$ cat src/rtl/aes_job_scheduler_if.sv
// Host-side and core-side signals of the AES job scheduler.
// slave is the scheduler's view; master is the view of whatever surrounds it.
interface aes_job_scheduler_if;
    logic [1:0] req;
    logic [1:0] req_mode;
    logic [1:0] gnt;
    logic [7:0] din0;
    logic [7:0] din1;
    logic [1:0] din_valid;
    logic [1:0] din_ready;
    logic [7:0] dout;
    logic [1:0] dout_valid;
    logic [1:0] done;
    logic       err;
    logic       busy;
    logic       core_start;
    logic       core_mode;
    logic [7:0] core_data;
    logic [7:0] core_z;
    logic       core_z_ready;

    modport slave (
        input  req,
        input  req_mode,
        input  din0,
        input  din1,
        input  din_valid,
        input  core_z,
        input  core_z_ready,
        output gnt,
        output din_ready,
        output dout,
        output dout_valid,
        output done,
        output err,
        output busy,
        output core_start,
        output core_mode,
        output core_data
    );

    modport master (
        output req,
        output req_mode,
        output din0,
        output din1,
        output din_valid,
        output core_z,
        output core_z_ready,
        input  gnt,
        input  din_ready,
        input  dout,
        input  dout_valid,
        input  done,
        input  err,
        input  busy,
        input  core_start,
        input  core_mode,
        input  core_data
    );
endinterface

$ cat src/rtl/aes_job_scheduler.sv
// Round-robin sharing of one byte-serial AES core between two requesters:
// grant, 16-byte load, run, 16-byte drain, cool-down until the core can restart.
module aes_job_scheduler #(
    parameter int unsigned NBYTES     = 16,
    parameter int unsigned JOB_CYCLES = 180,
    parameter int unsigned TIMEOUT    = 255
) (
    input logic                clk,
    input logic                rst,
    aes_job_scheduler_if.slave bus
);
    localparam int unsigned CNT_W = $clog2(NBYTES + 1);
    localparam int unsigned CYC_W = 8;
    localparam logic [CYC_W-1:0] CYC_MAX  = '1;
    localparam logic [CYC_W-1:0] COOL_END = CYC_W'(JOB_CYCLES - 1);
    localparam logic [CYC_W-1:0] TMO_END  = CYC_W'(TIMEOUT);
    localparam logic [CNT_W-1:0] LAST_BEAT = CNT_W'(NBYTES - 1);

    typedef enum logic [2:0] {
        S_IDLE,
        S_LOAD,
        S_RUN,
        S_DRAIN,
        S_COOL
    } state_e;

    state_e           state_q,   state_d;
    logic             ptr_q,     ptr_d;
    logic             owner_q,   owner_d;
    logic [1:0]       gnt_q,     gnt_d;
    logic             mode_q,    mode_d;
    logic             started_q, started_d;
    logic             abort_q,   abort_d;
    logic             tmo_q,     tmo_d;
    logic [CNT_W-1:0] cnt_q,     cnt_d;
    logic [CYC_W-1:0] cyc_q,     cyc_d;

    logic       own_valid_c;
    logic [7:0] own_din_c;
    logic       cool_exit_c;
    logic       core_start_c;
    logic [7:0] core_data_c;

    // Owner's input stream and the end-of-job condition
    always_comb begin
        own_valid_c = owner_q ? bus.din_valid[1] : bus.din_valid[0];
        own_din_c   = owner_q ? bus.din1 : bus.din0;
        cool_exit_c = (state_q == S_COOL) && (tmo_q || (cyc_q >= COOL_END));
    end

    always_comb begin
        state_d      = state_q;
        ptr_d        = ptr_q;
        owner_d      = owner_q;
        gnt_d        = gnt_q;
        mode_d       = mode_q;
        started_d    = started_q;
        abort_d      = abort_q;
        tmo_d        = tmo_q;
        cnt_d        = cnt_q;
        cyc_d        = cyc_q;
        core_start_c = 1'b0;
        core_data_c  = 8'h00;

        case (state_q)
            S_IDLE: begin
                cyc_d     = '0;
                cnt_d     = '0;
                started_d = 1'b0;
                abort_d   = 1'b0;
                tmo_d     = 1'b0;
                if (bus.req != 2'b00) begin
                    owner_d = (bus.req == 2'b11) ? ptr_q : bus.req[1];
                    gnt_d   = owner_d ? 2'b10 : 2'b01;
                    mode_d  = owner_d ? bus.req_mode[1] : bus.req_mode[0];
                    ptr_d   = ~owner_d;
                    state_d = S_LOAD;
                end
            end

            S_LOAD: begin
                if (!started_q) begin
                    // The first beat starts the core; waiting for it is unbounded
                    if (own_valid_c) begin
                        core_start_c = 1'b1;
                        core_data_c  = own_din_c;
                        started_d    = 1'b1;
                        cnt_d        = CNT_W'(1);
                    end
                end else begin
                    // Core consumes a byte every cycle; a gap poisons the rest of the job
                    if (own_valid_c && !abort_q) begin
                        core_data_c = own_din_c;
                    end else begin
                        abort_d = 1'b1;
                    end
                    cnt_d = cnt_q + CNT_W'(1);
                    if (cnt_q == LAST_BEAT) begin
                        cnt_d   = '0;
                        state_d = S_RUN;
                    end
                end
            end

            S_RUN: begin
                if (bus.core_z_ready) begin
                    cnt_d   = '0;
                    state_d = S_DRAIN;
                end else if (cyc_q >= TMO_END) begin
                    abort_d = 1'b1;
                    tmo_d   = 1'b1;
                    state_d = S_COOL;
                end
            end

            S_DRAIN: begin
                cnt_d = cnt_q + CNT_W'(1);
                if (cnt_q == LAST_BEAT) begin
                    cnt_d   = '0;
                    state_d = S_COOL;
                end
            end

            S_COOL: begin
                if (cool_exit_c) begin
                    gnt_d   = 2'b00;
                    state_d = S_IDLE;
                end
            end

            default: begin
                state_d = S_IDLE;
            end
        endcase

        // cyc counts cycles since core_start, saturating
        if ((state_q != S_IDLE) && (started_q || core_start_c) && (cyc_q != CYC_MAX)) begin
            cyc_d = cyc_q + CYC_W'(1);
        end
    end

    always_ff @(posedge clk) begin
        if (!rst) begin
            state_q   <= S_IDLE;
            ptr_q     <= 1'b0;
            owner_q   <= 1'b0;
            gnt_q     <= 2'b00;
            mode_q    <= 1'b0;
            started_q <= 1'b0;
            abort_q   <= 1'b0;
            tmo_q     <= 1'b0;
            cnt_q     <= '0;
            cyc_q     <= '0;
        end else begin
            state_q   <= state_d;
            ptr_q     <= ptr_d;
            owner_q   <= owner_d;
            gnt_q     <= gnt_d;
            mode_q    <= mode_d;
            started_q <= started_d;
            abort_q   <= abort_d;
            tmo_q     <= tmo_d;
            cnt_q     <= cnt_d;
            cyc_q     <= cyc_d;
        end
    end

    // Outputs are decoded from state flops; core_start/core_data follow the first beat
    assign bus.gnt        = gnt_q;
    assign bus.core_mode  = mode_q;
    assign bus.busy       = (state_q != S_IDLE);
    assign bus.din_ready  = ((state_q == S_LOAD) && !abort_q) ? gnt_q : 2'b00;
    assign bus.dout_valid = ((state_q == S_DRAIN) && !abort_q) ? gnt_q : 2'b00;
    assign bus.dout       = (state_q == S_DRAIN) ? bus.core_z : 8'h00;
    assign bus.done       = cool_exit_c ? gnt_q : 2'b00;
    assign bus.err        = cool_exit_c && abort_q;
    assign bus.core_start = core_start_c;
    assign bus.core_data  = core_data_c;
endmodule

$ cat src/flat_wrapper.sv
// flat-port wrapper written by rule: the top's interface ports become plain ports
module aes_job_scheduler_flat 
#(
    parameter int unsigned NBYTES     = 16,
    parameter int unsigned JOB_CYCLES = 180,
    parameter int unsigned TIMEOUT    = 255
)
  (clk, rst, bus_req, bus_req_mode, bus_din0, bus_din1, bus_din_valid, bus_core_z, bus_core_z_ready, bus_gnt, bus_din_ready, bus_dout, bus_dout_valid, bus_done, bus_err, bus_busy, bus_core_start, bus_core_mode, bus_core_data);
  aes_job_scheduler_if bus_i ();
  input logic clk;
  input logic rst;
  input wire logic [$bits(bus_i.req)-1:0] bus_req;
  input wire logic [$bits(bus_i.req_mode)-1:0] bus_req_mode;
  input wire logic [$bits(bus_i.din0)-1:0] bus_din0;
  input wire logic [$bits(bus_i.din1)-1:0] bus_din1;
  input wire logic [$bits(bus_i.din_valid)-1:0] bus_din_valid;
  input wire logic [$bits(bus_i.core_z)-1:0] bus_core_z;
  input wire logic [$bits(bus_i.core_z_ready)-1:0] bus_core_z_ready;
  output wire logic [$bits(bus_i.gnt)-1:0] bus_gnt;
  output wire logic [$bits(bus_i.din_ready)-1:0] bus_din_ready;
  output wire logic [$bits(bus_i.dout)-1:0] bus_dout;
  output wire logic [$bits(bus_i.dout_valid)-1:0] bus_dout_valid;
  output wire logic [$bits(bus_i.done)-1:0] bus_done;
  output wire logic [$bits(bus_i.err)-1:0] bus_err;
  output wire logic [$bits(bus_i.busy)-1:0] bus_busy;
  output wire logic [$bits(bus_i.core_start)-1:0] bus_core_start;
  output wire logic [$bits(bus_i.core_mode)-1:0] bus_core_mode;
  output wire logic [$bits(bus_i.core_data)-1:0] bus_core_data;
  assign bus_i.req = bus_req;
  assign bus_i.req_mode = bus_req_mode;
  assign bus_i.din0 = bus_din0;
  assign bus_i.din1 = bus_din1;
  assign bus_i.din_valid = bus_din_valid;
  assign bus_i.core_z = bus_core_z;
  assign bus_i.core_z_ready = bus_core_z_ready;
  assign bus_gnt = bus_i.gnt;
  assign bus_din_ready = bus_i.din_ready;
  assign bus_dout = bus_i.dout;
  assign bus_dout_valid = bus_i.dout_valid;
  assign bus_done = bus_i.done;
  assign bus_err = bus_i.err;
  assign bus_busy = bus_i.busy;
  assign bus_core_start = bus_i.core_start;
  assign bus_core_mode = bus_i.core_mode;
  assign bus_core_data = bus_i.core_data;
  aes_job_scheduler #(.NBYTES(NBYTES), .JOB_CYCLES(JOB_CYCLES), .TIMEOUT(TIMEOUT)) u_core (.clk(clk), .rst(rst), .bus(bus_i));
endmodule
$ cat config.mk
export PLATFORM = sky130hd
export DESIGN_NAME = aes_job_scheduler_flat
export DESIGN_NICKNAME = d
export VERILOG_FILES = /design/src/rtl/aes_job_scheduler_if.sv /design/src/rtl/aes_job_scheduler.sv /design/src/flat_wrapper.sv
export SDC_FILE = /design/constraint.sdc
export NUM_CORES = 1
export LEC_CHECK = 0
export ABC_AREA = 1
export BUFFER_PORTS_ARGS = -buffer_cell sky130_fd_sc_hd__buf_2
export CELL_PAD_IN_SITES_DETAIL_PLACEMENT = 2
export CELL_PAD_IN_SITES_GLOBAL_PLACEMENT = 2
export CORE_ASPECT_RATIO = 1.5
export CORE_MARGIN = 2
export CORE_UTILIZATION = 22
export CTS_CLUSTER_SIZE = 20
export DETAILED_ROUTE_END_ITERATION = 12
export HOLD_SLACK_MARGIN = 0.03
export MAX_ROUTING_LAYER = met4
export PLACE_DENSITY = 0.75
export SETUP_SLACK_MARGIN = 0.3
export SKIP_CTS_REPAIR_TIMING = 1
export SLEW_MARGIN = 20
export SYNTH_ARGS = -nofsm -noshare
export SYNTH_HDL_FRONTEND = slang
export SYNTH_SLANG_ARGS = --single-unit
$ cat constraint.sdc
create_clock -name clk -period 1.3 [get_ports clk]
set_input_delay 0.13 -clock clk [delete_from_list [all_inputs] [get_ports clk]]
set_output_delay 0.13 -clock clk [all_outputs]
set_load 0.05 [all_outputs]
==> results.md <==
* Via count at 2335
* Fmax at 0.561 GHz
* Max clock buf depth at 2
* Crit Reg-Reg Startpoint: u_core.state_q[0]$_SDFFE_PN0P_
* Int Pwr at 2.75 mW
* # port buffers at 60
* Final WS setup at -0.482 ns
* CP peak stage delay at 0.39 ns
* # diodes at 0
* Routed wire length at 9.71 mm
* Fin crit period at 1.78 ns
* Layout cells sized above 1 at 63.9%
* Hold Startpoint: bus_req_mode[0]
* Power density cells at 1640 mW/mm2
* CP delay by family, top: flip-flops
* Mapped Area at 0.00161 mm2
* Final Skew at 0.00693 ns
* Worst Path Required at 1.17 ns
* Violated checks: setup timing
* Startpoint types: flip-flop
* Dpl cell area at 0.00270 mm2
* Clock root buffer: clkbuf_8
* # nets final at 429
* Skew-Pair Late Insertion Delay at 0.30 ns
* Critical path peak fanout at 8
* Post-Syn Instances at 266
* Row Count at 38
* Hold WC Path Type: in -> reg
* RSZ-0062 raised after global routing: yes
* Worst path depth at 7
* Die area at 0.00803 mm2
* Top Ports at 61
* Post-route cell area at 0.00342 mm2
* Vias in the first global route at 2379
* Fin Setup TNS at -15.36 ns
* Total GRT Usage at 18.6%
* Fill cells at 801
* DRT iter0 DRCs at 77
* ANT nets after route at 0
* Sw power at 2.87 mW
* Tcrit/Tclk final at 137%
* Largest net degree at the start of global routing at 15
* Synth unique cells at 24
* Area grow syn2layout at 112%
* Initial antenna violation count at 0
* Final Hold Fails at 0
* Die Height at 109 um
* Syn_area_per_cell at 6.05 um2
* Grt ovf at 0
* Worst hold path stage count at 3
* Core area at 0.00718 mm2
* Chip Width at 73.9 um
* First-pass GRT wire length at 11.3 mm
* Htree depth at 1
* Slowest CP cell: dfxtp_4
* Clock slew at reported path FFs at 0.10 ns
* Fin. max-slew vios at 0
* DRC Markers at 0
* Status: finished with violations
* WHS Endpoint: u_core.bus.core_mode$_SDFFE_PN0P_
* CP Cell Sequence: inv_4 > nor2_4 > nand2_2 > nor2_4 > o21ai_4 > a21oi_4 > buf_6
* Mapped Nets at 301
* LEAKAGE at 1.47 nW
* Setup slack, reg-to-reg at -0.39 ns
* Flop pwr share at 18.8%
* Routed WL per cell at 19.7 um
* Slew of the pin with the lowest slew margin at 0.666 ns
* Max Cap Viol at 0
* Final setup vio count at 49
* Worst reg2reg endpoint: u_core.state_q[2]$_SDFFE_PN0P_
* Switching portion of total power at 51.1%
* Endpoint type of the worst setup path: output port
* Comb pwr share at 71.0%
* Hpwl dp at 5.74 mm
* Number of storage elements in the synthesis netlist at 24
* Drt first pass iters at 3
* VDD IR max at 1080 uV
* Power share of the clock group at 10.2%
* CTS tree: yes
* Setup CP Type: reg -> out
* Seq/Total Area, Yosys at 29.8%
* GP Congestion at 0.836
* Worst Path Arrival at 1.65 ns
* CTS sink count at 24
* Slew margin rel. at 55.5%
* Num CTS Buffers at 3
* Critical path buffers and inverters at 2
* Reg2Reg Depth at 11
* Yosys warnings at 0
* Vias per cell at 4.74
* Most frequent CP cell: nor2_4
* Initial Util at 22.4%
==> power groups by stage <==
stage               combinational, mW  clock, mW  sequential (mW)
floorplan                        1.64          0             1.10
global placement                 2.57          0            0.992
detailed placement               2.68          0             1.00
CTS                              2.71      0.567            0.984
global route                     4.26      0.610             1.06
finish                           3.99      0.571             1.05
==> area by class of cell <==
| cell class | instances | area, um2 | area share [%] |
|---|---|---|---|
| inverters | 37 | 149 | 4.35 |
| clock buffers | 4 | 55.1 | 1.61 |
| well taps | 100 | 125 | 3.66 |
| repair buffers | 127 | 1030 | 30.2 |
| flip-flops and latches | 24 | 503 | 14.7 |
| multi-input cells | 201 | 1560 | 45.5 |
==> cells in the mapped netlist <==
cell type | instances | area (um2)
nor2_2 | 2 | 12.5
clkbuf_1 | 3 | 11.3
nor2_1 | 36 | 135
ha_1 | 2 | 25.0
o21ai_1 | 2 | 10.0
nand4_1 | 6 | 37.5
nand3_4 | 1 | 17.5
nand2_4 | 3 | 33.8
dfxtp_1 | 24 | 480
nand2_2 | 4 | 25.0
buf_2 | 2 | 10.0
nand3_1 | 27 | 135
o211ai_1 | 1 | 7.51
inv_1 | 30 | 113
xor2_1 | 1 | 8.76
inv_2 | 7 | 26.3
o21ai_2 | 1 | 8.76
nor3_1 | 5 | 25.0
nand2_1 | 70 | 263
nand3_2 | 2 | 20.0
a31oi_1 | 1 | 6.26
a21oi_1 | 27 | 135
o21ai_0 | 6 | 30.0
nor2_4 | 3 | 33.8
==> metal layers <==
metal,GRT usage [%],vias up,routed length [um]
li1,-,1112,-
met1,18.1,1157,3320
met2,37.0,54,5910
met3,2.77,12,263
met4,4.29,0,218
met5,-,-,0
==> how the worst max path moves through the flow <==
stage / from / end / slack, ns
floorplan: u_core.state_q[0]$_SDFFE_PN0P_ / bus_core_data[0] / -0.14
global placement: u_core.state_q[2]$_SDFFE_PN0P_ / bus_done[0] / -0.17
detailed placement: u_core.state_q[2]$_SDFFE_PN0P_ / bus_err / -0.24
CTS: u_core.state_q[2]$_SDFFE_PN0P_ / bus_err / -0.62
global route: u_core.state_q[0]$_SDFFE_PN0P_ / bus_core_data[0] / -0.55
finish: u_core.state_q[0]$_SDFFE_PN0P_ / bus_core_data[2] / -0.48
==> kinds of logic after synthesis <==
kind of cell,Yosys count,synth area share [%]
simple gates,159,45.8
flops,24,29.8
fa+ha+maj,2,1.55
buf+inv,42,9.95
compound gates,38,12.3
xor+xnor,1,0.544
==> through the flow <==
step | hold slack, ns | setup WS [ns] | power (mW) | utilization [%] | std cells
floorplan | 0.301 | -0.142 | 2.75 | - | 266
global placement | 0.431 | -0.169 | 3.57 | 37.6 | 471
detailed placement | 0.439 | -0.240 | 3.68 | 37.6 | 471
CTS | 0.134 | -0.620 | 4.26 | 38.4 | 475
global route | 0.143 | -0.552 | 5.93 | 47.6 | 493
finish | 0.124 | -0.482 | 5.61 | 47.6 | 493
==> placed cells by master, fill, tap and decap left out, types with 4 or more instances in the layout <==
cell type	instances
a21oi_1	8
a21oi_2	11
a21oi_4	8
buf_2	32
buf_4	59
buf_6	30
buf_8	6
clkbuf_8	4
dfxtp_1	14
dfxtp_2	6
dfxtp_4	4
inv_1	28
inv_2	5
inv_4	4
nand2_1	45
nand2_2	20
nand2_4	11
nand3_1	16
nand3_2	10
nand3_4	4
nand4_1	6
nor2_1	14
nor2_4	24
nor3_4	4
o21ai_0	4
==> worst min-delay path, cell delays in order <==
cell	delay, ns
buf_2	0.10
nand3_1	0.07
a31oi_1	0.07
==> registers in the layout (all words and copies together), names as in the netlist <==
| name | flops |
|---|---|
| u_core.cyc_q | 8 |
| u_core.owner_q | 1 |
| u_core.abort_q | 1 |
| u_core.tmo_q | 1 |
| u_core.bus.core_mode | 1 |
| u_core.bus.gnt | 2 |
| u_core.started_q | 1 |
| u_core.state_q | 3 |
| u_core.cnt_q | 5 |
| u_core.ptr_q | 1 |
Power figures use the tool's default switching activity.
